<file path="src/rtl/pwm_bank.sv">
`default_nettype none
// ============================================================================
// Module      : pwm_bank
// Description : Bank of CHANNELS independent PWM generators on one core clock.
//               Each channel has a programmable period, set point and reset
//               point. Host writes go to a shadow set. A global load arms every
//               channel whose shadow differs from its active set. The shadow
//               is then committed glitch-free at that channel's next period
//               wrap.
// Revision    : 1.0 - initial release
// ============================================================================
module pwm_bank #(
  parameter int CHANNELS = 4,
  parameter int WIDTH    = 8,
  parameter int CH_W     = (CHANNELS > 1) ? $clog2(CHANNELS) : 1
) (
  input  logic                clkCore,
  input  logic                reset,
  input  logic                en,
  input  logic                wr_en,
  input  logic [CH_W-1:0]     wr_ch,
  input  logic [WIDTH-1:0]    wr_period,
  input  logic [WIDTH-1:0]    wr_set,
  input  logic [WIDTH-1:0]    wr_reset,
  input  logic                load,
  output logic [CHANNELS-1:0] pwm,
  output logic [CHANNELS-1:0] pwm_set,
  output logic [CHANNELS-1:0] pwm_reset,
  output logic [CHANNELS-1:0] wrap,
  output logic [CHANNELS-1:0] pending
);

  localparam logic [WIDTH-1:0] c_zero = '0;
  localparam logic [WIDTH-1:0] c_one  = WIDTH'(1);

  genvar gi;
  generate
    for (gi = 0; gi < CHANNELS; gi++) begin : g_ch
      localparam logic [CH_W-1:0] c_idx = CH_W'(gi);

      // Active settings (govern the waveform)
      logic [WIDTH-1:0] per_q,    per_d;
      logic [WIDTH-1:0] set_pt_q, set_pt_d;
      logic [WIDTH-1:0] rst_pt_q, rst_pt_d;
      // Shadow settings (written by the host)
      logic [WIDTH-1:0] sh_per_q,    sh_per_d;
      logic [WIDTH-1:0] sh_set_pt_q, sh_set_pt_d;
      logic [WIDTH-1:0] sh_rst_pt_q, sh_rst_pt_d;
      // Counter, commit flag and registered outputs
      logic [WIDTH-1:0] cnt_q, cnt_d;
      logic             pend_q, pend_d;
      logic             pwm_q, pwm_d;
      logic             pset_q, pset_d;
      logic             prst_q, prst_d;
      logic             wrap_q, wrap_d;

      logic w_off;
      logic w_at_end;
      logic w_commit;
      logic w_set_hit;
      logic w_rst_hit;
      logic w_wr_hit;
      logic w_differs;

      // Decode period position and which edges fire this cycle. An off
      // channel counts as wrapping every cycle so an armed commit lands at once.
      always_comb begin
        w_off     = (per_q == c_zero);
        w_at_end  = w_off || (cnt_q == (per_q - c_one));
        w_commit  = en && w_at_end && pend_q;
        w_set_hit = en && !w_off && (cnt_q == set_pt_q) && (set_pt_q < per_q);
        w_rst_hit = en && !w_off && (cnt_q == rst_pt_q) && (rst_pt_q < per_q);
        w_wr_hit  = wr_en && (wr_ch == c_idx);
      end

      // Counter advance and output level; reset match dominates set match
      always_comb begin
        cnt_d = cnt_q;
        pwm_d = pwm_q;
        if (en) begin
          cnt_d = w_at_end ? c_zero : (cnt_q + c_one);
          if (w_off) begin
            pwm_d = 1'b0;
          end else if (w_rst_hit) begin
            pwm_d = 1'b0;
          end else if (w_set_hit) begin
            pwm_d = 1'b1;
          end
        end
      end

      // Debug pulses, one cycle after the match or wrap
      always_comb begin
        pset_d = w_set_hit && !w_rst_hit;
        prst_d = w_rst_hit;
        wrap_d = en && !w_off && w_at_end;
      end

      // Active set takes the pre-write shadow at commit time
      always_comb begin
        per_d    = per_q;
        set_pt_d = set_pt_q;
        rst_pt_d = rst_pt_q;
        if (w_commit) begin
          per_d    = sh_per_q;
          set_pt_d = sh_set_pt_q;
          rst_pt_d = sh_rst_pt_q;
        end
      end

      // Shadow set is only ever touched by a host write to this channel
      always_comb begin
        sh_per_d    = sh_per_q;
        sh_set_pt_d = sh_set_pt_q;
        sh_rst_pt_d = sh_rst_pt_q;
        if (w_wr_hit) begin
          sh_per_d    = wr_period;
          sh_set_pt_d = wr_set;
          sh_rst_pt_d = wr_reset;
        end
      end

      // Pending: cleared by commit, armed by load against the post-edge values
      always_comb begin
        w_differs = (sh_per_d != per_d) || (sh_set_pt_d != set_pt_d) ||
                    (sh_rst_pt_d != rst_pt_d);
        pend_d    = (pend_q && !w_commit) || (load && w_differs);
      end

      // State registers with synchronous reset
      always_ff @(posedge clkCore) begin
        if (reset) begin
          per_q       <= '0;
          set_pt_q    <= '0;
          rst_pt_q    <= '0;
          sh_per_q    <= '0;
          sh_set_pt_q <= '0;
          sh_rst_pt_q <= '0;
          cnt_q       <= '0;
          pend_q      <= 1'b0;
          pwm_q       <= 1'b0;
          pset_q      <= 1'b0;
          prst_q      <= 1'b0;
          wrap_q      <= 1'b0;
        end else begin
          per_q       <= per_d;
          set_pt_q    <= set_pt_d;
          rst_pt_q    <= rst_pt_d;
          sh_per_q    <= sh_per_d;
          sh_set_pt_q <= sh_set_pt_d;
          sh_rst_pt_q <= sh_rst_pt_d;
          cnt_q       <= cnt_d;
          pend_q      <= pend_d;
          pwm_q       <= pwm_d;
          pset_q      <= pset_d;
          prst_q      <= prst_d;
          wrap_q      <= wrap_d;
        end
      end

      assign pwm[gi]       = pwm_q;
      assign pwm_set[gi]   = pset_q;
      assign pwm_reset[gi] = prst_q;
      assign wrap[gi]      = wrap_q;
      assign pending[gi]   = pend_q;
    end
  endgenerate

endmodule
`default_nettype wire
</file>
<file path="config.mk">
export PLATFORM = sky130hd
export DESIGN_NAME = pwm_bank
export DESIGN_NICKNAME = d
export VERILOG_FILES = /design/src/rtl/pwm_bank.sv
export SDC_FILE = /design/constraint.sdc
export NUM_CORES = 1
export LEC_CHECK = 0
export ABC_AREA = 1
export ABC_CLOCK_PERIOD_IN_PS = 2400
export CELL_PAD_IN_SITES_DETAIL_PLACEMENT = 1
export CELL_PAD_IN_SITES_GLOBAL_PLACEMENT = 1
export CORE_MARGIN = 3
export CORE_UTILIZATION = 40
export CTS_CLUSTER_SIZE = 10
export DETAILED_ROUTE_END_ITERATION = 7
export HOLD_SLACK_MARGIN = 0.02
export PLACE_DENSITY = 0.83
export SETUP_SLACK_MARGIN = 0.3
export SLEW_MARGIN = 20
export SYNTH_ARGS = -nofsm -noshare
export SYNTH_HDL_FRONTEND = slang
export SYNTH_SLANG_ARGS = --single-unit
</file>
<file path="constraint.sdc">
create_clock -name clkCore -period 2.4 [get_ports clkCore]
set_clock_uncertainty 0.15 [all_clocks]
set_input_delay 0.24 -clock clkCore [delete_from_list [all_inputs] [get_ports clkCore]]
set_output_delay 0.24 -clock clkCore [all_outputs]
set_load 0.1 [all_outputs]
</file>
==> reports/results.tsv <==
stage	metric	value	unit
placement	place_inst	3189	
cts	clkTransAtPathRegs	0.06	ns
critical_path	path_class	reg -> reg	
global_route	globalRouteOverflowTotal	0	
synthesis	ys.flop_type	dfxtp_1	
cts	cts_root_buffer	clkbuf_16	
cts	cts_tree	built	
finish	syn_to_final_growth	49.37	%
synthesis	yosys_warnings	0	
placement	gp_congestion	0.9121	
drt	wl_met2	42470	um
drt	viasPerCell	6.344	
global_route	grt_pass1_vias	20540	
drt	wl_met1	30880	um
global_route	grt_pass1_wl	112700	um
critical_path	cp-start-kind	register	
synthesis	synth_fa_ha_area_frac	0.05305	
floorplanning	dieArea	0.04010	mm2
drt	drtPass1Iterations	6	
synthesis	syn_nets	2480	
timing	rsz0062_at_grt	yes	
synthesis	yosysSeqAreaShare	0.3236	
synthesis	ys_ff_latch	244	
synthesis	yosysTopAreaCell	dfxtp_1	
pwr	p_per_area	714.1	mW/mm2
finish	drive_gt1_frac	0.3239	
timing	fmax	0.2878	GHz
floorplanning	coreArea	0.03687	mm2
drt	routedWlPerCell	28.19	um
worst_hold_path	hold_path.class	in -> reg	
drt	drt-total-wl	93270	um
timing	worstMarginPinSlew	1.387	ns
worst_hold_path	min_path_cells	4	
timing	timing.setup.tns	-26.17	ns
placement	pre_cts_slack	-0.4962	ns
drt	ant_nets	0	
drt	drc	0	
synthesis	synth_cell_types	45	
floorplanning	io_pins	51	
synthesis	synth_xor_area_frac	0.03341	
synthesis	synthCells	2385	
cts	h-tree-depth	1	
synthesis	synth-simple-area-share	0.3759	
placement	io_buffers	50	
synthesis	yosysMostFrequentCell	nand2_1	
synthesis	synth_edf_count	0	
floorplanning	die_h	200.3	um
synthesis	synth_commonest_cells	nand2_1, inv_1, nor2_1	
placement	place_area	0.01871	mm2
critical_path	cp_max_fo	4	
timing	setup_viol	133	
floorplanning	rows	70	
synthesis	synth_mux_area_frac	0.001990	
synthesis	synth-compound-area-share	0.09309	
timing	finalCritPeriodShare	1.448	
critical_path	cp.arrival	3.86	ns
critical_path	critPathRequiredTime	2.78	ns
drt	wl_met3	9675	um
timing	max-slew-margin-rel	0.06580	
job	cap_violations	0	
critical_path	cp-end-kind	register	
finish	postLayoutCoreUtil	0.6114	
timing	period_needed	3.475	ns
finish	finish.instance_area	0.02254	mm2
run_status	outcome	finished, violations left	
global_route	grt_usage	0.3473	
synthesis	avgSynthCellArea	6.328	um2
cts	cts_buffer_depth	3	
cts	clk_latency	0.61	ns
finish	fin_cells	3309	
drt	via_count	20990	
synthesis	yosys-top-cells-area	dfxtp_1, nand2_1, inv_1, nor2_1, ha_1	
synthesis	synth_top_area_share	0.3236	
global_route	grt_antenna_before_repair	9	
run_status	failed_checks	setup timing	
timing	hold_viol	0	
finish	nets	2879	
cts	cts_buffers	31	
drt	drt_iter0_drc	2464	
timing	drv_slew	0	
critical_path	reg2reg_depth	22	
pwr	irDropWorstVdd	0.6721	mV
floorplanning	start_util	0.4093	
timing	fin_ws	-1.075	ns
placement	hpwl	43550	um
synthesis	syn_area	0.01509	mm2
global_route	grt_max_degree	153	
cts	cts.sinks	244	
drt	routed.top_layer	met5	
synthesis	async_reset_ff_frac	0	
floorplanning	die_w	200.3	um
synthesis	synth_top_family_by_area	simple AND/OR/NAND/NOR gates	
pwr	power_leakage	10.29	nW
critical path: stages (launching register included):
cell	delay (ns)
dfxtp_2	0.34
inv_2	0.05
ha_4	0.27
xor2_2	0.14
nand2_1	0.07
nor2_1	0.13
nand3_1	0.11
nor2_2	0.14
nand2_2	0.09
nand2_4	0.13
nand3_4	0.18
buf_12	0.21
buf_16	0.15
buf_6	0.13
nand2_4	0.05
nand3_1	0.28
nand2_1	0.25
nor2_1	0.07
nand2_1	0.10
nor2_1	0.07
nand3_1	0.10
nand2_2	0.08
nand2_1	0.11
routing by layer:
layer	GRT usage	vias up
li1	-	8425
met1	0.3865	10020
met2	0.6100	1714
met3	0.05721	818
met4	0.2334	16
met5	0	-
power by group:
part	internal [mW]	leakage, nW	switching (mW)	total (mW)
Combinational	2.78	7.85	4.12	6.91
Clock	2.59	0.453	2.10	4.69
Sequential	4.26	1.99	0.244	4.50
Total	9.64	10.3	6.46	16.1
flip-flops by register name, indices dropped and copies added (netlist names):
| signal | cells |
|---|---|
| g_ch.pset_q | 4 |
| g_ch.pwm_q | 4 |
| g_ch.set_pt_q | 32 |
| g_ch.cnt_q | 32 |
| g_ch.pend_q | 4 |
| g_ch.rst_pt_q | 32 |
| g_ch.per_q | 32 |
| g_ch.sh_rst_pt_q | 32 |
| g_ch.wrap_q | 4 |
| g_ch.sh_per_q | 32 |
| g_ch.sh_set_pt_q | 32 |
| g_ch.prst_q | 4 |
stage by stage:
stage	hold slack [ns]	power, mW
CTS	0.02233	14.20
global route	0.1085	16.48
finish	0.04971	16.10
global placement	0.3039	8.757
detailed placement	0.3149	8.986
floorplan	0.2651	7.020
worst paths after layout:
kind	slack, ns	from	endpoint
worst min-delay path	0.05	en	g_ch[2].cnt_q[4]
worst max register to register	-1.07	g_ch[1].per_q[0]	g_ch[1].pend_q
worst min register to register	0.33	g_ch[0].pwm_q	g_ch[0].pwm_q
worst max-delay path	-1.07	g_ch[1].per_q[0]	g_ch[1].pend_q
logic make-up after synthesis:
family | after synthesis
multiplexers | 3
XOR/XNOR | 56
buffers and inverters | 437
adder cells (fa/ha/maj) | 64
AND/OR/NAND/NOR | 1326
AO/OA/AOI/OAI | 255
flip-flops | 244
layout make-up:
type	instances	area [um2]
Antenna cell	5	12.51
Fill cell	4607	14330
Timing Repair Buffer	488	4736
Clock inverter	5	52.55
Multi-Input combinational cell	1704	10080
Inverter	315	1230
Tap cell	504	630.6
Clock buffer	44	874.6
Sequential cell	244	4923
layout by cell type, fill, tap and decap left out, drive strengths merged, types with 6 or more instances in the layout:
| cell type | synthesis | layout |
|---|---|---|
| nand2 | 713 | 713 |
| buf | 52 | 453 |
| inv | 315 | 313 |
| nor2 | 298 | 298 |
| dfxtp | 244 | 244 |
| nand3 | 165 | 165 |
| o21ai | 120 | 120 |
| nand4 | 112 | 112 |
| a21oi | 87 | 87 |
| ha | 64 | 64 |
| clkbuf | 70 | 49 |
| xor2 | 34 | 34 |
| clkdlybuf4s50 | 0 | 28 |
| xnor2 | 21 | 21 |
| nor3 | 18 | 18 |
| a211oi | 10 | 10 |
| o22ai | 9 | 9 |
| nor4 | 9 | 9 |
| nand3b | 6 | 6 |
| a21o | 6 | 6 |
| o2111ai | 6 | 6 |
repair_timing:
item / 4_1_cts / 5_1_grt
buffers inserted: 30 / 17
pin swaps: 86 / 114
endpoints found under the setup margin: 134 / 144
gates cloned: 12 / 5
hold endpoints to repair: 6 / 0
hold buffers: 2 / 0
gates resized for setup: 237 / 354
No activity file was read; power rests on OpenSTA's default activity.
